===== src/rtl/min_hour_counter_pkg.sv =====
// Shared definitions for the minute/hour counter: set-mode FSM encodings,
// the 2-bit state type and the minute terminal value.
package min_hour_counter_pkg;

  typedef logic [1:0] state_t;

  localparam logic [1:0] ST_RUN      = 2'b00;
  localparam logic [1:0] ST_SET_MIN  = 2'b01;
  localparam logic [1:0] ST_SET_HOUR = 2'b10;

  localparam logic [7:0] MIN_MAX = 8'd59;

endpackage


===== src/rtl/min_hour_counter_if.sv =====
// Control pulses in, time fields / FSM state / day carry out of the counter.
interface min_hour_counter_if;
  import min_hour_counter_pkg::*;

  logic       sec_rco;
  logic       en;
  logic       mode;
  logic       inc;
  logic [7:0] min_q;
  logic [7:0] hour_q;
  logic [7:0] min_bcd;
  logic [7:0] hour_bcd;
  state_t     set_state;
  logic       drco;

  modport master (
    output sec_rco, en, mode, inc,
    input  min_q, hour_q, min_bcd, hour_bcd, set_state, drco
  );

  modport slave (
    input  sec_rco, en, mode, inc,
    output min_q, hour_q, min_bcd, hour_bcd, set_state, drco
  );

endinterface


===== src/rtl/min_hour_counter_bin2bcd8.sv =====
// Binary (0..99) to two packed BCD digits, purely combinational.
module bin2bcd8 (
  input  logic [7:0] bin_i,
  output logic [7:0] bcd_o
);

  assign bcd_o = {4'(bin_i / 8'd10), 4'(bin_i % 8'd10)};

endmodule


===== src/rtl/min_hour_counter.sv =====
// Minute/hour time-of-day counter with a RUN/SET_MIN/SET_HOUR editing FSM.
// Fields update on the msrco edge; BCD views are combinational; drco is a registered 1-cycle day carry.
module min_hour_counter
  import min_hour_counter_pkg::*;
#(
  parameter int unsigned HOUR_MAX = 23
) (
  input logic              msrco,
  input logic              clrn,
  min_hour_counter_if.slave bus
);

  localparam logic [7:0] HOUR_TOP = 8'(HOUR_MAX);

  state_t     state_q, state_d;
  logic [7:0] min_cnt_q, min_cnt_d;
  logic [7:0] hour_cnt_q, hour_cnt_d;
  logic       drco_q, drco_d;

  always_comb begin
    state_d    = state_q;
    min_cnt_d  = min_cnt_q;
    hour_cnt_d = hour_cnt_q;
    drco_d     = 1'b0;
    case (state_q)
      ST_RUN: begin
        if (bus.en && bus.sec_rco) begin
          if (min_cnt_q >= MIN_MAX) begin
            min_cnt_d = '0;
            if (hour_cnt_q >= HOUR_TOP) begin
              hour_cnt_d = '0;
              drco_d     = 1'b1;
            end else begin
              hour_cnt_d = hour_cnt_q + 8'd1;
            end
          end else begin
            min_cnt_d = min_cnt_q + 8'd1;
          end
        end
        if (bus.mode) state_d = ST_SET_MIN;
      end
      ST_SET_MIN: begin
        // Editing never carries into the hour field.
        if (bus.inc) min_cnt_d = (min_cnt_q >= MIN_MAX) ? 8'd0 : min_cnt_q + 8'd1;
        if (bus.mode) state_d = ST_SET_HOUR;
      end
      ST_SET_HOUR: begin
        if (bus.inc) hour_cnt_d = (hour_cnt_q >= HOUR_TOP) ? 8'd0 : hour_cnt_q + 8'd1;
        if (bus.mode) state_d = ST_RUN;
      end
      default: state_d = ST_RUN;
    endcase
  end

  always_ff @(posedge msrco or negedge clrn) begin
    if (!clrn) begin
      state_q    <= ST_RUN;
      min_cnt_q  <= '0;
      hour_cnt_q <= '0;
      drco_q     <= 1'b0;
    end else begin
      state_q    <= state_d;
      min_cnt_q  <= min_cnt_d;
      hour_cnt_q <= hour_cnt_d;
      drco_q     <= drco_d;
    end
  end

  assign bus.min_q     = min_cnt_q;
  assign bus.hour_q    = hour_cnt_q;
  assign bus.set_state = state_q;
  assign bus.drco      = drco_q;

  bin2bcd8 u_min_bcd (
    .bin_i (min_cnt_q),
    .bcd_o (bus.min_bcd)
  );

  bin2bcd8 u_hour_bcd (
    .bin_i (hour_cnt_q),
    .bcd_o (bus.hour_bcd)
  );

endmodule

===== src/flat_wrapper.sv =====
// flat-port wrapper written by rule: the top's interface ports become plain ports
module min_hour_counter_flat import min_hour_counter_pkg::*;
#(
  parameter int unsigned HOUR_MAX = 23
)
  (msrco, clrn, bus_sec_rco, bus_en, bus_mode, bus_inc, bus_min_q, bus_hour_q, bus_min_bcd, bus_hour_bcd, bus_set_state, bus_drco);
  min_hour_counter_if bus_i ();
  input logic msrco;
  input logic clrn;
  input wire logic [$bits(bus_i.sec_rco)-1:0] bus_sec_rco;
  input wire logic [$bits(bus_i.en)-1:0] bus_en;
  input wire logic [$bits(bus_i.mode)-1:0] bus_mode;
  input wire logic [$bits(bus_i.inc)-1:0] bus_inc;
  output wire logic [$bits(bus_i.min_q)-1:0] bus_min_q;
  output wire logic [$bits(bus_i.hour_q)-1:0] bus_hour_q;
  output wire logic [$bits(bus_i.min_bcd)-1:0] bus_min_bcd;
  output wire logic [$bits(bus_i.hour_bcd)-1:0] bus_hour_bcd;
  output wire logic [$bits(bus_i.set_state)-1:0] bus_set_state;
  output wire logic [$bits(bus_i.drco)-1:0] bus_drco;
  assign bus_i.sec_rco = bus_sec_rco;
  assign bus_i.en = bus_en;
  assign bus_i.mode = bus_mode;
  assign bus_i.inc = bus_inc;
  assign bus_min_q = bus_i.min_q;
  assign bus_hour_q = bus_i.hour_q;
  assign bus_min_bcd = bus_i.min_bcd;
  assign bus_hour_bcd = bus_i.hour_bcd;
  assign bus_set_state = bus_i.set_state;
  assign bus_drco = bus_i.drco;
  min_hour_counter #(.HOUR_MAX(HOUR_MAX)) u_core (.msrco(msrco), .clrn(clrn), .bus(bus_i));
endmodule

===== config.mk =====
export PLATFORM = sky130hd
export DESIGN_NAME = min_hour_counter_flat
export DESIGN_NICKNAME = d
export VERILOG_FILES = /design/src/rtl/min_hour_counter_pkg.sv /design/src/rtl/min_hour_counter_if.sv /design/src/rtl/min_hour_counter_bin2bcd8.sv /design/src/rtl/min_hour_counter.sv /design/src/flat_wrapper.sv
export SDC_FILE = /design/constraint.sdc
export NUM_CORES = 1
export LEC_CHECK = 0
export ABC_AREA = 1
export BUFFER_PORTS_ARGS = -buffer_cell sky130_fd_sc_hd__buf_2
export CAP_MARGIN = 20
export CORE_MARGIN = 2
export CORE_UTILIZATION = 58
export DETAILED_ROUTE_END_ITERATION = 7
export PLACE_DENSITY = 0.85
export SKIP_CTS_REPAIR_TIMING = 1
export SLEW_MARGIN = 10
export SYNTH_ARGS = -nofsm -noshare
export SYNTH_HDL_FRONTEND = slang
export SYNTH_SLANG_ARGS = --single-unit

===== constraint.sdc =====
create_clock -name msrco -period 4.6 [get_ports msrco]
set_clock_uncertainty 0.2 [all_clocks]
set_input_delay 0.92 -clock msrco [delete_from_list [all_inputs] [get_ports msrco]]
set_output_delay 0.92 -clock msrco [all_outputs]
set_load 0.02 [all_outputs]

# Word level (Yosys, flattened, before mapping)

Cells that the tools add are included.

Bits in registers: 19
Bits of input ports: 6
Output and inout bits: 35
Word-level logic and storage cells: 45

$add $sub $neg: 2
Div/mod/pow operators: 4
$lt $le $gt $ge: 2
Eq/ne operators: 9
Muxes and demuxes: 17
Reduce and logical (&&, ||, !) cells: 7

Operators by type and width:

| cell                | count |
|---|---|
| $mux 8              | 7 |
| $pmux 8 s2          | 2 |
| $add 8x1->8 const B | 2 |
| $div 8x4->8 const B | 2 |
| $mod 8x4->8 const B | 2 |
| $ne 2x2->1 const B  | 5 |
| $ge 8x5->1 const B  | 1 |
| $ge 8x6->1 const B  | 1 |
| $mux 2              | 3 |
| $pmux 2 s3          | 1 |
| $reduce_and 3->1    | 2 |
| $mux 1              | 4 |
| $ne 2x1->1 const B  | 2 |
| $reduce_and 4->1    | 1 |
| $reduce_bool 2->1   | 2 |
| $eq 2x1->1 const B  | 1 |
| $eq 2x2->1 const B  | 1 |
| $logic_not 2->1     | 1 |
| $logic_and 1x1->1   | 1 |

# Longest topological paths before layout

Gate-level depths: netlist of the first run.

Depth after elaboration: 5
Mapped depth: 23
Depth with buffers taken out: 23

# Hierarchy

From an unflattened synthesis of the first run, not the netlist that was laid out.

Cell total of the unflattened synthesis: 275
Area total of the unflattened synthesis: 1899.3 um^2

Modules (own cells, without submodules):

| module           | instances | cells an instance | area each (um^2) | seq. area each (um^2) |
|---|---|---|---|---|
| min_hour_counter | 1         | 119               | 958.4            | 475.5 |
| bin2bcd8         | 2         | 78                | 470.5            | 0.0 |

# Worst setup path before layout of the first run

Ideal clock, no wire load.

Path kind: reg2out
From: reg u_core.hour_cnt_q[6] (netlist: u_core.bus.hour_q[6])
To: out bus_hour_bcd[1]
Arrival: 2485 ps
Required time: 3480 ps
Setup slack: 995 ps
Stages on the path, launching flop included: 23
Buffers on the path: 0
Path through: dfrtp_1 inv_2 ha_1 nand3_1 nand2_2 nand2_4 nand2_2 nand2_1 nand2_2 inv_2 nand2_4 nand3_4 nand2_4 nand2_2 nand2_2 nand2_2 nand2_2 nand2_1 nand2_2 nand2_4 nand2_4 nand2_1 nand2_1

Cells in the longest elaborated chain, start to end: 1

Ends and longest elaborated chain:

| element                | RTL line                       | RTL |
|---|---|---|
| start, declared        | min_hour_counter.sv:17         | `logic [7:0] hour_cnt_q, hour_cnt_d;` |
| start signal, assigned | min_hour_counter.sv:64         | `hour_cnt_q <= hour_cnt_d;` |
| $mod 8x4->8            | min_hour_counter_bin2bcd8.sv:7 | `assign bcd_o = {4'(bin_i / 8'd10), 4'(bin_i % 8'd10)};` |
| end, declared          | flat_wrapper.sv:17             | `output wire logic [$bits(bus_i.hour_bcd)-1:0] bus_hour_bcd;` |

Every way passes these cells.

# Worst setup path after layout of the first run

From: reg u_core.hour_cnt_q[5] (netlist: u_core.bus.hour_q[5])
To: out bus_hour_bcd[1]

The elaborated chain is that of the path after synthesis.

==> results of run 1 <==
## cell type report
| class | count | area [um2] |
|---|---|---|
| Timing Repair Buffer | 40 | 200.2 |
| Sequential cell | 19 | 475.5 |
| Clock buffer | 4 | 26.28 |
| Multi-Input combinational cell | 197 | 1101 |
| Fill cell | 229 | 818.3 |
| Inverter | 45 | 168.9 |
| Tap cell | 31 | 38.79 |
## worst max-delay path: stages, from the launching register on
cell and delay, ps:
dfrtp_1 460, ha_1 310, nand3_1 90, nand2_2 90, o21ai_1 160, nand2_2 110
nand2_2 100, nand2_4 70, nand3_4 80, nand2_4 70, nand3_1 100, inv_1 70
nor2_1 110, nor2_1 70, nor2_2 130, nand2_2 80, inv_2 70, nand3_1 60
nand2_1 70, buf_2 150
## registers in the layout, summed over array words and instances (netlist names)
name / count
u_core.bus.drco: 1
u_core.bus.min_q: 8
u_core.bus.hour_q: 8
u_core.bus.set_state: 2
## worst paths after layout
kind / start / cells past startpoint / slack [ps] / end
max: u_core.bus.hour_q[5]$_DFFE_PN0P_ / 19 / 760 / bus_hour_bcd[1]
min: clrn / 1 / 340 / u_core.bus.hour_q[1]$_DFFE_PN0P_
max reg2reg: u_core.bus.min_q[1]$_DFFE_PN0P_ / 10 / 2040 / u_core.bus.hour_q[3]$_DFFE_PN0P_
min reg2reg: u_core.bus.hour_q[6]$_DFFE_PN0P_ / 2 / 370 / u_core.bus.hour_q[6]$_DFFE_PN0P_
max in group asynchronous: clrn / 1 / 3570 / u_core.bus.hour_q[5]$_DFFE_PN0P_
min in group msrco: u_core.bus.hour_q[6]$_DFFE_PN0P_ / 2 / 370 / u_core.bus.hour_q[6]$_DFFE_PN0P_
## metrics by stage
stage	total power [mW]	cell area [um2]	setup slack [ps]	instances	util
after global routing	1.678	2011	442.1	336	0.7107
final	1.527	2011	755.6	336	0.7107
after global placement	1.439	1984	1120	332	0.7015
after CTS	1.533	2011	746.6	336	0.7107
after floorplan	1.173	1760	994.6	263	-
after detailed placement	1.448	1984	1089	332	0.7015
## cell families (layout without fill, tap and decap cells)
logic type,after synthesis,count (layout),share of synthesized area
AO/OA/AOI/OAI,30,30,0.1045
XOR/XNOR,2,2,0.009952
adder cells (fa/ha/maj),7,7,0.04975
buffers and inverters,47,89,0.1045
flip-flops,19,19,0.2701
AND/OR/NAND/NOR,158,158,0.4613
## layer usage
layer / vias up / GRT usage
met1: 748 / 0.3167
li1: 928 / -
met4: 0 / 0
met2: 36 / 0.3127
met5: - / 0
met3: 0 / 0.04148
## power groups by stage
stage	Clock, mW	Combinational (mW)	Sequential (mW)
2_1_floorplan	0	0.818	0.354
3_3_place_gp	0	1.14	0.299
3_5_place_dp	0	1.15	0.298
4_1_cts	0.0837	1.15	0.296
5_1_grt	0.0904	1.28	0.307
6_report	0.0814	1.15	0.295
## placed cells by master, fill, tap and decap left out
| cell type | synthesis | final |
|---|---|---|
| nand2_1 | 61 | 61 |
| buf_2 | 0 | 40 |
| inv_1 | 35 | 35 |
| nand3_1 | 29 | 29 |
| nand2_2 | 24 | 24 |
| dfrtp_1 | 19 | 19 |
| nor2_1 | 17 | 17 |
| inv_2 | 9 | 9 |
| a21oi_1 | 9 | 9 |
| o21ai_0 | 7 | 7 |
| ha_1 | 7 | 7 |
| nand3_2 | 6 | 6 |
| nand4_1 | 6 | 6 |
| nand2_4 | 5 | 5 |
| nor3_1 | 4 | 4 |
| o22ai_1 | 3 | 3 |
| clkbuf_4 | 0 | 3 |
| o21ai_2 | 2 | 2 |
| xor2_1 | 2 | 2 |
| o21ai_1 | 2 | 2 |
| a211oi_1 | 2 | 2 |
| nor4_1 | 2 | 2 |
| a21oi_2 | 1 | 1 |
| a21o_1 | 1 | 1 |
| nand3_4 | 1 | 1 |
| nand3b_1 | 1 | 1 |
| o21a_1 | 1 | 1 |
| a21boi_0 | 1 | 1 |
| nor2_2 | 1 | 1 |
| a21boi_2 | 1 | 1 |
| or2_2 | 1 | 1 |
| clkinv_1 | 1 | 1 |
| clkbuf_1 | 0 | 1 |
==> results_dict.tcl, run 1 <==
set metrics [dict create \
    status "completed" \
    grt_usage 0.2038 \
    ys_types 31 \
    yosys.area.top_type "dfrtp_1" \
    die_h_um 59.09 \
    cts_buffers 3 \
    top_layer_used "met3" \
    crit_type "flip-flop to primary output" \
    slew-limit-headroom 0.5009 \
    fmax_mhz 260.1 \
    final-setup-viol-count 0 \
    dp.final_hpwl_um 2762 \
    syn_area_um2 1760 \
    synth.top_cell.area_share 0.2701 \
    routed-wl-met3_um 135 \
    grt_pass1_wl_um 5733 \
    worst_pin_slew_ps 743.0 \
    cp_data_required_time_ps 3480 \
    async_reset_ff_frac 1.000 \
    path_clk_slew_ps 100 \
    ios 41 \
    root_buffer "clkbuf_4" \
    grt_pass1_vias 1384 \
    ant_nets 0 \
    cp_data_arrival_time_ps 2720 \
    leakage_nw 1.216 \
    pwr-share-seq 0.194 \
    drc 0 \
    maxSlewViolCount 0 \
    hold_viol 0 \
    synth_nets 276 \
    cap_violations 0 \
    core_um2 2829 \
    min_period_ps 3844 \
    synth_top_flop_cell "dfrtp_1" \
    drive_gt1_frac 0.3082 \
    synth-seq-cells 19 \
    cts.sinks 19 \
    cts_buffer_depth 2 \
    port_buffers 40 \
    finalCritPeriodShare 0.8358 \
    ys_seq_area_frac 0.2701 \
    yosysMostFrequentCell "nand2_1" \
    fin_setup_tns_ps 0 \
    drt_wl_total_um 3410 \
    path_max_fanout 6 \
    p_sw_mw 0.8995 \
    die_x_um 59.09 \
    antenna_found_initial 0 \
    internal_power_mw 0.6271 \
    drt_iter0_markers 103 \
    synth_edf_count 0 \
    area_delta_synth_final_pct 14.21 \
    wl_met1_um 1818 \
    fin_nets 319 \
    htree_levels 1 \
    finalWeightedCongestion 0.8058 \
    clkLatencyLatePin_ps 290 \
    powerDensity_nw_per_um2 759.3 \
    rsz0062_at_grt "no" \
    grt_overflow 0 \
    rows 19 \
    yosysWarnings 0 \
    worstSetupEndpointType "primary output" \
    avgSynthCellArea_um2 6.694 \
    routed-wl-met2_um 1457 \
    wl_per_cell_um 10.15 \
    die_area_um2 3492 \
    swShare 0.5892 \
    start_util 0.6223 \
    synthTopCellsByArea "dfrtp_1, nand2_1, nand2_2" \
    netlist_instances 263 \
    worst_hold_slack_ps 343.2 \
    max-vdd-ir-drop_mv 0.9619 \
    cp-start-kind "flip-flop" \
    vias 1712 \
    cts_tree "done" \
    first_pass_iters 4 \
    hold_path_class "primary input to async pin" \
    vias_per_cell 5.095 \
    synth_common_cells "nand2_1, inv_1, nand3_1" \
    num_antenna_cells 0 \
    clkPwrFrac 0.053 \
    comb_power_share 0.753 \
    grt_start_max_net_pins 20 \
]
No activity file was read; power rests on OpenSTA's default activity.
==> inputs of run 2 (changes only) <==
--- a/config.mk
+++ b/config.mk
@@ -9,9 +9,9 @@
 export BUFFER_PORTS_ARGS = -buffer_cell sky130_fd_sc_hd__buf_2
 export CAP_MARGIN = 20
 export CORE_MARGIN = 2
-export CORE_UTILIZATION = 58
+export CORE_UTILIZATION = 54
 export DETAILED_ROUTE_END_ITERATION = 7
-export PLACE_DENSITY = 0.85
+export PLACE_DENSITY = 0.8
 export SKIP_CTS_REPAIR_TIMING = 1
 export SLEW_MARGIN = 10
 export SYNTH_ARGS = -nofsm -noshare
==> constraint.sdc (replaced) <==
create_clock -name msrco -period 3.8 [get_ports msrco]
set_clock_uncertainty 0.2 [all_clocks]
set_input_delay 0.76 -clock msrco [delete_from_list [all_inputs] [get_ports msrco]]
set_output_delay 0.76 -clock msrco [all_outputs]
set_load 0.02 [all_outputs]
==> run 2 against run 1 <==
  * Clock power is 28% higher
  * Global-route usage grew 0.39 points
  * Core utilization is 1.6 points lower
  * Cell area is 6.3% higher
  * Non-clock buffer count is 4 higher
  * First-iteration DRC count fell by 40%
  * Flip-flop and latch count unchanged
==> results_dict.tcl, run 2 (synthesis gave the netlist of run 1 again) <==
set metrics [dict create \
    status "completed" \
    crit_buf_inv 3 \
    htree_levels 1 \
    core_um2 3078 \
    worstPathCellList "ha_4, nand3_4, nand2_4, nand2_4, nand3_2, nand2_2, nand2_2, nand2_4, nand3_4, nand2_2, nand2_2, inv_2, nand2_2, nand4_1, nand3_1, nand2_2, inv_2, nand2_4, nand2_2, nand2_2, buf_6" \
    worst_slack_ps 112.6 \
    finalCritPeriodShare 0.9704 \
    area_delta_synth_final_pct 21.39 \
    place_ws_ps 452.7 \
    hold_viol 0 \
    hold_path_class "primary input to async pin" \
    antenna_found_initial 0 \
    grt_overflow 0 \
    die_h_um 61.10 \
    min_period_ps 3687 \
    r2r_end "u_core.bus.hour_q[3]$_DFFE_PN0P_" \
    rsz0062_at_grt "yes" \
    drt_wl_total_um 3682 \
    regToRegSetupSlack_ps 1210 \
    max_stage_delay_ps 480 \
    slew-limit-headroom 0.4960 \
    worstSetupEndpointType "primary output" \
    vias 1741 \
    cts_buffer_depth 2 \
    clkLatencyLatePin_ps 310 \
    fillers 283 \
    mostFrequentLayoutCells "nand2_1, buf_2, inv_1, nand3_1, nand2_2" \
    layout_commonest_cell "nand2_1" \
    fmax_mhz 271.2 \
    die_area_um2 3733 \
    path_max_fanout 6 \
    grt_pass1_wl_um 5982 \
    vias_per_cell 4.932 \
    root_buffer "clkbuf_4" \
    cpMaxStageDelayCell "dfrtp_2" \
    powerDensity_nw_per_um2 910.9 \
    grt_pass1_vias 1391 \
    die_x_um 61.10 \
    cp-start-kind "flip-flop" \
    rows 20 \
    grt_usage 0.2076 \
    cp_data_arrival_time_ps 2730 \
    worst_pin_slew_ps 750.3 \
    cts_buffers 3 \
    fin_cells 353 \
    final-setup-viol-count 0 \
    finalWeightedCongestion 0.7721 \
    cts_tree "done" \
    first_pass_iters 4 \
    maxSlewViolCount 0 \
    ant_nets 0 \
    dp.cells 345 \
    cap_violations 0 \
    leakage_nw 1.241 \
    wl_per_cell_um 10.43 \
    r2r_start "u_core.bus.min_q[1]$_DFFE_PN0P_" \
    cp_data_required_time_ps 2840 \
    drt_iter0_markers 62 \
    grt_start_max_net_pins 20 \
    crit_path_frequent_cell "nand2_2" \
    start_util 0.5720 \
    path_clk_slew_ps 110 \
    max-vdd-ir-drop_mv 1.025 \
    cts.sinks 19 \
    drive_gt1_frac 0.3625 \
    crit_type "flip-flop to primary output" \
    dp.final_hpwl_um 2846 \
    rr_worst_depth 10 \
    critical_path.top_delay_family "simple AND/OR/NAND/NOR gates" \
    num_antenna_cells 0 \
    final_core_util 0.6943 \
    fin_nets 323 \
    port_buffers 40 \
    drc 0 \
    ios 41 \
]
[run 2: power by group]
part,total (mW),leakage (nW),switching (mW),internal (mW)
registers,0.363,0.242,0.0941,0.269
logic,1.48,0.981,0.971,0.508
clock network,0.104,0.0177,0.0645,0.0394
total,1.95,1.24,1.13,0.817
[run 2: worst max-delay path by stage]
stage,from,cells after the start,endpoint
6_report,u_core.bus.hour_q[5]$_DFFE_PN0P_,21,bus_hour_bcd[1]
5_1_grt,u_core.bus.hour_q[5]$_DFFE_PN0P_,21,bus_hour_bcd[1]
4_1_cts,u_core.bus.hour_q[5]$_DFFE_PN0P_,19,bus_hour_bcd[1]
3_5_place_dp,u_core.bus.hour_q[5]$_DFFE_PN0P_,16,bus_hour_bcd[1]
3_3_place_gp,u_core.bus.hour_q[5]$_DFFE_PN0P_,19,bus_hour_bcd[1]
2_1_floorplan,u_core.bus.hour_q[6]$_DFFE_PN0P_,22,bus_hour_bcd[1]
[run 2: metal layers]
metal  GRT usage  wire length (um)
met4     0.02795                14
met5           0                 0
met2      0.3024              1616
met1      0.3245              1898
met3     0.04412               153
[run 2: area by class of cell]
cell class                 count  area [um2]  share of cell area
multi-input combinational    197        1159              0.5422
inverter                      45       168.9             0.07904
clock buffer                   3       22.52             0.01054
sequential                    19       478.0              0.2237
clock inverter                 1       5.005            0.002342
timing repair buffer          44       249.0              0.1165
tap                           44       55.05             0.02576
[run 2: through the flow]
step                      cell area (um2)  power, mW  hold WS, ps  setup TNS [ps]
final                                2137      1.947        160.5               0
after floorplan                      1760      1.420        264.4               0
after detailed placement             2001      1.758        346.1               0
after global routing                 2137      2.140        191.6          -200.8
after global placement               2001      1.746        332.9               0
after CTS                            2028      1.868        179.2               0
==> inputs of run 3 (changes only) <==
--- a/config.mk
+++ b/config.mk
@@ -11,7 +11,7 @@
 export CORE_MARGIN = 2
 export CORE_UTILIZATION = 54
 export DETAILED_ROUTE_END_ITERATION = 7
-export PLACE_DENSITY = 0.8
+export PLACE_DENSITY = 0.91
 export SKIP_CTS_REPAIR_TIMING = 1
 export SLEW_MARGIN = 10
 export SYNTH_ARGS = -nofsm -noshare
==> run 3 against run 2 <==
  * Count of clock-buffer cells in the layout is the same
  * Maximum frequency is 1.4% lower
  * Flip-flop and latch count is the same
  * Setup slack got worse by 54 ps
  * Final cell count grew 2.5%
  * Non-clock buffer count is 9 higher
  * Clock power hardly changed
  * Cell area rose by 5.8%
  * Core utilization increased by 4.0 points
  * First-iteration DRC count is 71% higher
  * Via count up 5.3%
  * Sequential power about the same
  * Critical endpoint unchanged
  * Largest cell class unchanged
==> results_dict.tcl, run 3 (synthesis gave the netlist of run 1 again) <==
set metrics [dict create \
    status "completed" \
    critical_path.top_delay_family "simple AND/OR/NAND/NOR gates" \
    worstSetupStartpoint "u_core.bus.hour_q[5]$_DFFE_PN0P_" \
    vias_per_cell 5.066 \
    cts.sinks 19 \
    rr_worst_depth 10 \
    crit_type "flip-flop to primary output" \
    drive_gt1_frac 0.3994 \
    max_stage_delay_ps 480 \
    cp_data_required_time_ps 2840 \
    core_um2 3078 \
    drc 0 \
    die_area_um2 3733 \
    ant_nets 0 \
    rows 20 \
    vias 1834 \
    htree_levels 1 \
    powerDensity_nw_per_um2 883.4 \
    grt_pass1_wl_um 6382 \
    antenna_found_initial 0 \
    max-vdd-ir-drop_mv 0.9594 \
    root_buffer "clkbuf_4" \
    fmax_mhz 267.3 \
    finalCritPeriodShare 0.9845 \
    path_max_fanout 5 \
    cpMaxStageDelayCell "dfrtp_2" \
    hold_viol 0 \
    critical_path.endpoint "bus_hour_bcd[1]" \
    leakage_nw 1.287 \
    slew-limit-headroom 0.5650 \
    cp_data_arrival_time_ps 2780 \
    hold_path_class "primary input to async pin" \
    r2r_end "u_core.bus.hour_q[3]$_DFFE_PN0P_" \
    die_h_um 61.10 \
    area_delta_synth_final_pct 28.43 \
    final-setup-viol-count 0 \
    worstPathCellList "buf_4, inv_2, nand2_4, nand3_4, nand2_4, nand2_4, nand3_4, nand2_4, nand2_4, nand2_4, nand3_4, nand2_2, nand2_2, buf_4, nor2_2, nor2_1, nor2_2, nand2_2, inv_2, nand2_4, nand2_2, nand2_2, buf_6" \
    layout_commonest_cell "nand2_1" \
    crit_path_frequent_cell "nand2_4" \
    path_depth 23 \
    maxSlewViolCount 0 \
    port_buffers 40 \
    rsz0062_at_grt "yes" \
    ios 41 \
    fin_setup_tns_ps 0 \
    dp.final_hpwl_um 3014 \
    r2r_start "u_core.bus.min_q[4]$_DFFE_PN0P_" \
    wl_per_cell_um 11.61 \
    cp-start-kind "flip-flop" \
    cts_buffers 3 \
    finalWeightedCongestion 0.8633 \
    grt_usage 0.2230 \
    regToRegSetupSlack_ps 1500 \
    drt_iter0_markers 106 \
    die_x_um 61.10 \
    drt_wl_total_um 4202 \
    start_util 0.5720 \
    crit_buf_inv 5 \
    final_core_util 0.7346 \
    cts_buffer_depth 2 \
    worst_pin_slew_ps 648.5 \
    cap_violations 0 \
    worstSetupEndpointType "primary output" \
    grt_overflow 0 \
    clkLatencyLatePin_ps 310 \
    num_antenna_cells 0 \
    first_pass_iters 4 \
    place_ws_ps 366.9 \
    path_clk_slew_ps 110 \
    min_period_ps 3741 \
    worst_slack_ps 58.77 \
    fin_nets 332 \
    grt_pass1_vias 1597 \
    cts_tree "done" \
    mostFrequentLayoutCells "nand2_1, buf_2, inv_1, nand3_1, nand2_2" \
    grt_start_max_net_pins 20 \
]
run 3: final cells by class:
cell class              count  area (um2)
repair buffers             53       312.8
multi-input cells         197        1214
fillers                   239       817.0
clock inverters             1       5.005
flip-flops and latches     19       480.5
clock buffers               3       22.52
well taps                  44       55.05
inverters                  45       171.4
run 3: through the flow:
step	hold WS [ps]	area, um2	std cells	power [mW]
after floorplan	264.4	1760	263	1.420
after global placement	357.1	2008	346	1.733
after detailed placement	369.8	2008	346	1.758
after CTS	174.0	2036	350	1.871
after global routing	189.7	2261	362	2.187
final	165.2	2261	362	1.997
run 3: how the worst min path moves through the flow:
stage | start | endpoint | slack (ps) | cells past startpoint
4_1_cts | clrn | u_core.bus.min_q[4]$_DFFE_PN0P_ | 170 | 1
5_1_grt | clrn | u_core.bus.min_q[4]$_DFFE_PN0P_ | 190 | 1
2_1_floorplan | clrn | u_core.bus.drco$_DFF_PN0_ | 260 | 0
3_5_place_dp | u_core.bus.hour_q[6]$_DFFE_PN0P_ | u_core.bus.hour_q[6]$_DFFE_PN0P_ | 370 | 2
3_3_place_gp | u_core.bus.hour_q[6]$_DFFE_PN0P_ | u_core.bus.hour_q[6]$_DFFE_PN0P_ | 360 | 2
6_report | clrn | u_core.bus.min_q[4]$_DFFE_PN0P_ | 170 | 1
run 3: where the power goes:
group          internal, mW  switching (mW)  leakage [nW]  total [mW]
combinational         0.532            1.00          1.03        1.53
clock                0.0394          0.0643        0.0177       0.104
sequential            0.269          0.0930         0.239       0.362
run 3: layer usage:
metal  GRT usage  wire, um  up-vias
li1            -         -      962
met1      0.3088      1896      820
met2      0.3465      2017       45
met3     0.05462       244        7
met4     0.06832        44        0
met5           0         0        -
